File: src/rtl/count_arbiter.sv
// count_arbiter: round-robin owner of a shared counter unit.
// Each job runs CLEAR -> START -> WAIT -> RELEASE, and WAIT is bounded by a watchdog.
module count_arbiter #(
   parameter int NREQ    = 4,
   parameter int TIMEOUT = 32
) (
   input  logic            clk,
   input  logic            rst_n,
   input  logic [NREQ-1:0] req,
   output logic [NREQ-1:0] grant,
   output logic            busy,
   output logic            ctr_clr,
   output logic            ctr_go,
   input  logic            ctr_done,
   output logic [NREQ-1:0] ack,
   output logic            timeout
);
   localparam int IW = $clog2(NREQ);
   typedef enum logic [2:0] {IDLE, CLEAR, START, WAIT, RELEASE} state_e;
   state_e          state_q;
   logic [NREQ-1:0] grant_q, ack_q;
   logic            busy_q, clr_q, go_q, to_q, hit_d;
   logic [7:0]      wd_q;
   logic [IW-1:0]   last_q, own_q, sel_d;
   // first requester after the previous owner, wrapping modulo NREQ
   always_comb begin
      sel_d = last_q;
      hit_d = 1'b0;
      for (int i = 1; i <= NREQ; i++) begin
         if (!hit_d && req[IW'((int'(last_q) + i) % NREQ)]) begin
            sel_d = IW'((int'(last_q) + i) % NREQ);
            hit_d = 1'b1;
         end
      end
   end
   always_ff @(posedge clk or negedge rst_n) begin
      if (!rst_n) begin
         state_q <= IDLE;
         grant_q <= '0;
         ack_q   <= '0;
         busy_q  <= 1'b0;
         clr_q   <= 1'b0;
         go_q    <= 1'b0;
         to_q    <= 1'b0;
         wd_q    <= '0;
         last_q  <= IW'(NREQ - 1);
         own_q   <= '0;
      end else begin
         clr_q <= 1'b0;
         go_q  <= 1'b0;
         ack_q <= '0;
         to_q  <= 1'b0;
         case (state_q)
            IDLE: if (hit_d) begin
               state_q <= CLEAR;
               grant_q <= NREQ'(1) << sel_d;
               own_q   <= sel_d;
               busy_q  <= 1'b1;
               clr_q   <= 1'b1;
            end
            CLEAR: begin
               state_q <= START;
               go_q    <= 1'b1;
            end
            START: begin
               state_q <= WAIT;
               wd_q    <= '0;
            end
            WAIT: begin
               // completion wins over a simultaneous watchdog expiry
               if (ctr_done || wd_q == 8'(TIMEOUT - 1)) begin
                  state_q <= RELEASE;
                  clr_q   <= 1'b1;
                  ack_q   <= ctr_done ? grant_q : '0;
                  to_q    <= !ctr_done;
               end else begin
                  wd_q <= wd_q + 8'd1;
               end
            end
            RELEASE: begin
               state_q <= IDLE;
               grant_q <= '0;
               busy_q  <= 1'b0;
               last_q  <= own_q;
            end
            default: state_q <= IDLE;
         endcase
      end
   end
   assign grant   = grant_q;
   assign busy    = busy_q;
   assign ctr_clr = clr_q;
   assign ctr_go  = go_q;
   assign ack     = ack_q;
   assign timeout = to_q;
endmodule

File: config.mk
export PLATFORM = sky130hd
export DESIGN_NAME = count_arbiter
export DESIGN_NICKNAME = d
export VERILOG_FILES = /design/src/rtl/count_arbiter.sv
export SDC_FILE = /design/constraint.sdc
export NUM_CORES = 1
export LEC_CHECK = 0
export CORE_MARGIN = 2
export CORE_UTILIZATION = 50
export CTS_CLUSTER_DIAMETER = 120
export DETAILED_ROUTE_END_ITERATION = 6
export PLACE_DENSITY = 0.77
export SYNTH_ARGS = -nofsm -noshare
export SYNTH_HDL_FRONTEND = slang
export SYNTH_SLANG_ARGS = --single-unit
File: constraint.sdc
create_clock -name clk -period 2.69 [get_ports clk]
set_clock_uncertainty 0.15 [all_clocks]
set_input_delay 0.807 -clock clk [delete_from_list [all_inputs] [get_ports clk]]
set_output_delay 0.807 -clock clk [all_outputs]
set_load 0.02 [all_outputs]
* Yosys cells after proc, flatten, opt, wreduce, memory -nomap -nowiden
Index checks and enable logic that the tools add are counted.
Operators by class: order comparisons 4, muxes and demuxes 38, reduce and logical (&&, ||, !) cells 15, shifts and indexed selects 1, add/subtract/negate cells 5, eq/ne operators 8
Operator list (count):
- 2-to-1 mux 1 bit | 18
- < comparator 2 x 4 -> 1 bit (second input constant) | 4
- 2-to-1 mux 4 bit | 4
- one-hot mux 8 bit (2 select lines) | 1
- one-hot mux 3 bit (4 select lines) | 1
- adder 8 x 1 -> 8 bit (second input constant) | 1
- binary-select mux 1 bit (select 2 bit) | 4
- == test 8 x 5 -> 1 bit (second input constant) | 1
- 2-to-1 mux 2 bit | 4
- 2-to-1 mux 8 bit | 1
- one-hot mux 4 bit (2 select lines) | 1
- AND reduction 2 bit | 4
- == test 3 x 2 -> 1 bit (second input constant) | 2
- 2-to-1 mux 3 bit | 2
- != test 2 bit (second input constant) | 3
- adder 2 x 1 -> 2 bit (second input constant) | 2
- adder 2 bit (second input constant) | 2
- logical NOT 1 bit | 4
- one-hot mux 1 bit (2 select lines) | 2
- nonzero test 2 bit | 2
- left shift 1 x 2 -> 4 bit (first input constant) | 1
- == test 3 x 1 -> 1 bit (second input constant) | 1
- == test 3 bit (second input constant) | 1
- logical AND 1 bit | 3
- other kinds (2) | 2
Storage, ports and cells: input port bits 7, logic and storage cells 81, register bits 27

* Depth between registers and ports, before layout
depth in word-level cells 17, mapped depth 5, mapped depth without buffers 5

* Worst setup path after synthesis
No wires, ideal clock.
path kind input port to flip-flop, from input req[1], to register grant_q[0], in the netlist grant[0], library setup time 122 ps, cell stages on the path 5, data required time 2418 ps, arrival 1815 ps, setup slack 604 ps, cell sequence or4_4 > nand3b_2 > buf_6 > nor2_1 > a32o_1
On the way: word-level cells in the longest chain between the ends 16, elaborated cells between the ends (all ways) 31, classes of those cells 1 x eq/ne; 1 x shift; 22 x mux; 7 x reduce/logical
RTL lines:
- start: declaration | line 9 | input logic [NREQ-1:0] req,
- binary-select mux 1 bit (select 2 bit) | line 30 | if (!hit_d && req[IW'((int'(last_q) + i) % NREQ)]) begin
- 2-to-1 mux 1 bit (implied by the code) (2 in a row) | line 30
- 2-to-1 mux 1 bit | line 30
- logical NOT 1 bit | line 30
- logical AND 1 bit | line 30
- 2-to-1 mux 1 bit | line 30
- logical NOT 1 bit | line 30
- logical AND 1 bit | line 30
- 2-to-1 mux 1 bit | line 30
- logical NOT 1 bit | line 30
- logical AND 1 bit | line 30
- 2-to-1 mux 2 bit | line 30
- left shift 1 x 2 -> 4 bit | line 56 | grant_q <= NREQ'(1) << sel_d;
- 2-to-1 mux 4 bit | line 54 | IDLE: if (hit_d) begin
- one-hot mux 4 bit (2 select lines) | line 53 | case (state_q)
- end signal: assignment | line 56
- end: declaration | line 21 | logic [NREQ-1:0] grant_q, ack_q;
Parallel ways exist; a longest one is shown, timed or not. The select of a mux whose other input is x is not followed. A chain may end at the register's enable or synchronous reset.

* Final worst setup path
from register grant_q[1], in the netlist grant[1], to output grant[1]
RTL lines:
- end: declaration | line 10 | output logic [NREQ-1:0] grant,
No word-level cell between the ends.

==> impl_metrics.ini <==
[setup_path]
crit_slowest_cell = clkdlybuf4s50_1
cp.arrival_ns = 1.34
r2r_start = wd_q[0]
critPathLaunchType = register
crit_fanout = 3
critical_path.top_delay_family = buffers and inverters
critPathBufInv = 1
max_stage_delay_ns = 0.61
r2r_cells = 5
required_ns = 1.73
reg2reg_to = wd_q[5]
rrSetupSlack_ns = 0.78
path_cells = clkdlybuf4s50_1
end_kind = primary output
criticalPathCategory = register to primary output

[clocking]
cts_setup_buffers = 0
clkTransAtPathRegs_ns = 0.14
numCtsBuffers = 3
clock_latency_ns = 0.32
cts_sinks = 27
htree_levels = 1
tritoncts = yes
cts_hold_buf = 0
cts_resized = 0
clockBufferDepth = 2
clock-root-buffer = clkbuf_4

[finish]
final_cell_area_um2 = 1520
seq_area_um2 = 678
synthToLayoutAreaGrowth_pct = 18.1
nNetsFinal = 148
n_antenna_cell = 0
final_cells = 169
final_util_pct = 61.9
multi_input_area_um2 = 578
drive_gt1_share_pct = 12.9
fillCellCount = 198

[routing]
wl_um = 2400
via_per_inst = 5.64
first_iter_violations = 23
routedWlPerCell_um = 14.2
route.detailed.drc = 0
ant_nets = 0
first_pass_iters = 4
vias = 953

[sta]
period_needed_ns = 2.30
rsz0062_at_grt = false
setup_ws_ns = 0.393
slew_violations = 0
holdWs_ns = 0.343
slew_headroom_pct = 57.2
tightest_slew_ns = 0.639
max_freq_mhz = 435
tns_ns = 0
setup_viol_count_final = 0
final.period_utilization_pct = 85.4
hold_viol_final = 0

[yosys]
synth_flop_cell = dfrtp_1
ys_seq_area_share_pct = 52.7
synth-edff-count = 0
async_reset_ff_share_pct = 100
ys_ff_latch = 27
syn-num-nets = 126
syn_inst = 118
yosysWarnings = 0
syn_area_per_cell_um2 = 10.9
synth_area_um2 = 1290
synth.distinct_cells = 42

[grt]
grt_start_max_net_pins = 28
grt_pass1_wl_um = 3980
grt_pass1_vias = 889
antenna_found_initial = 0
grt_use_total_pct = 18.9
gr-total-overflow = 0

[die]
core_region_area_um2 = 2450
io_pins = 19
dieArea_um2 = 2990
die_h_um = 54.7
initial_core_util_pct = 52.4
num_rows = 18
die_w_um = 54.7

[hold_path]
min_from = own_q[1]
worstHoldPathType = register to register
min_path_cells = 2
holdPathEnd = own_q[1]

[power]
report.power.total_mw = 1.28
p_leak_nw = 0.659
p_per_area_nw_per_um2 = 842
peakVddDrop_mv = 0.652

[run_status]
status = complete, no violations

[placement]
port_buffers = 18
post-dp-hpwl_um = 1780
dp_cells = 165
preCtsSetupSlack_ns = 0.0618
placed_area_um2 = 1490
gp_congestion = 0.759

[flow_run]
maxCapViolCount = 0
[metal layers]
layer,wire length (µm),vias up,track usage (%)
met3,85,4,2.46
met1,1020,466,23.4
met4,42,0,8.75
met5,0,-,0
met2,1250,18,32.3
li1,-,465,-
[cell usage in the layout, fill, tap and decap left out, types with 2 or more instances in the layout]
cell type and count:
dfrtp_1 25, clkdlybuf4s50_1 18, nand2_1 14, nor2_1 10
and3_1 5, nand2b_1 5, a21oi_1 4, mux2i_1 4
o21ai_0 4, nand3_1 3, nor3_1 3, clkbuf_4 3
nor3b_1 2, mux2_2 2, nor2b_1 2, a32o_1 2
o31ai_1 2, or3_1 2, nand4_1 2, dfstp_2 2
buf_4 2
[synthesized netlist by cell type, types with 2 or more instances]
master,count,area share [%]
dfrtp_1,25,49
nand4_1,2,0.97
nand3_1,3,1.2
and3_1,5,2.4
a32o_1,2,1.6
nor3_1,3,1.2
nand2b_1,5,2.4
nand2_1,14,4.1
o21ai_0,4,1.6
mux2i_1,4,3.1
or3_1,2,0.97
nor2_1,10,2.9
dfstp_2,2,4.1
buf_6,2,1.8
o31ai_1,2,1.2
a21oi_1,4,1.6
nor3b_1,2,1.2
mux2_2,2,1.8
nor2b_1,2,0.97
[power by group]
part	leakage [nW]	switching, mW	total [mW]	internal (mW)
clock	0.0150	0.110	0.168	0.0580
combinational	0.295	0.258	0.490	0.232
sequential	0.350	0.100	0.620	0.520
total	0.659	0.469	1.28	0.810
[cell type report]
| type | count | area share [%] |
|---|---|---|
| Tap cell | 30 | 2.47 |
| Clock buffer | 4 | 1.73 |
| Timing Repair Buffer | 20 | 12.9 |
| Sequential cell | 27 | 44.6 |
| Multi-Input combinational cell | 87 | 38.1 |
| Inverter | 1 | 0.247 |
[registers in the layout, summed over array words and instances (netlist names)]
signal,count
ack,4
busy,1
ctr_clr,1
ctr_go,1
grant,4
last_q,2
own_q,2
state_q,3
timeout,1
wd_q,8
[how the worst max path moves through the flow]
stage,from,endpoint,cells past startpoint
final,grant[1],grant[1],1
after global routing,req[1],grant[0],5
after CTS,grant[1],grant[1],1
after detailed placement,req[1],grant[0],5
after global placement,req[1],grant[0],5
after floorplan,req[1],grant[0],5
[logic make-up (layout without fill, tap and decap cells)]
kind of cell    after synthesis  after routing  synth area share [%]
fa+ha+maj                     1              1                 0.973
flops                        27             27                  52.7
compound gates               18             18                  9.63
xor+xnor                      1              1                 0.681
mux                           7              7                  5.74
simple gates                 60             60                  27.9
buf+inv                       4             25                  2.33
No activity file was read; power rests on OpenSTA's default activity.
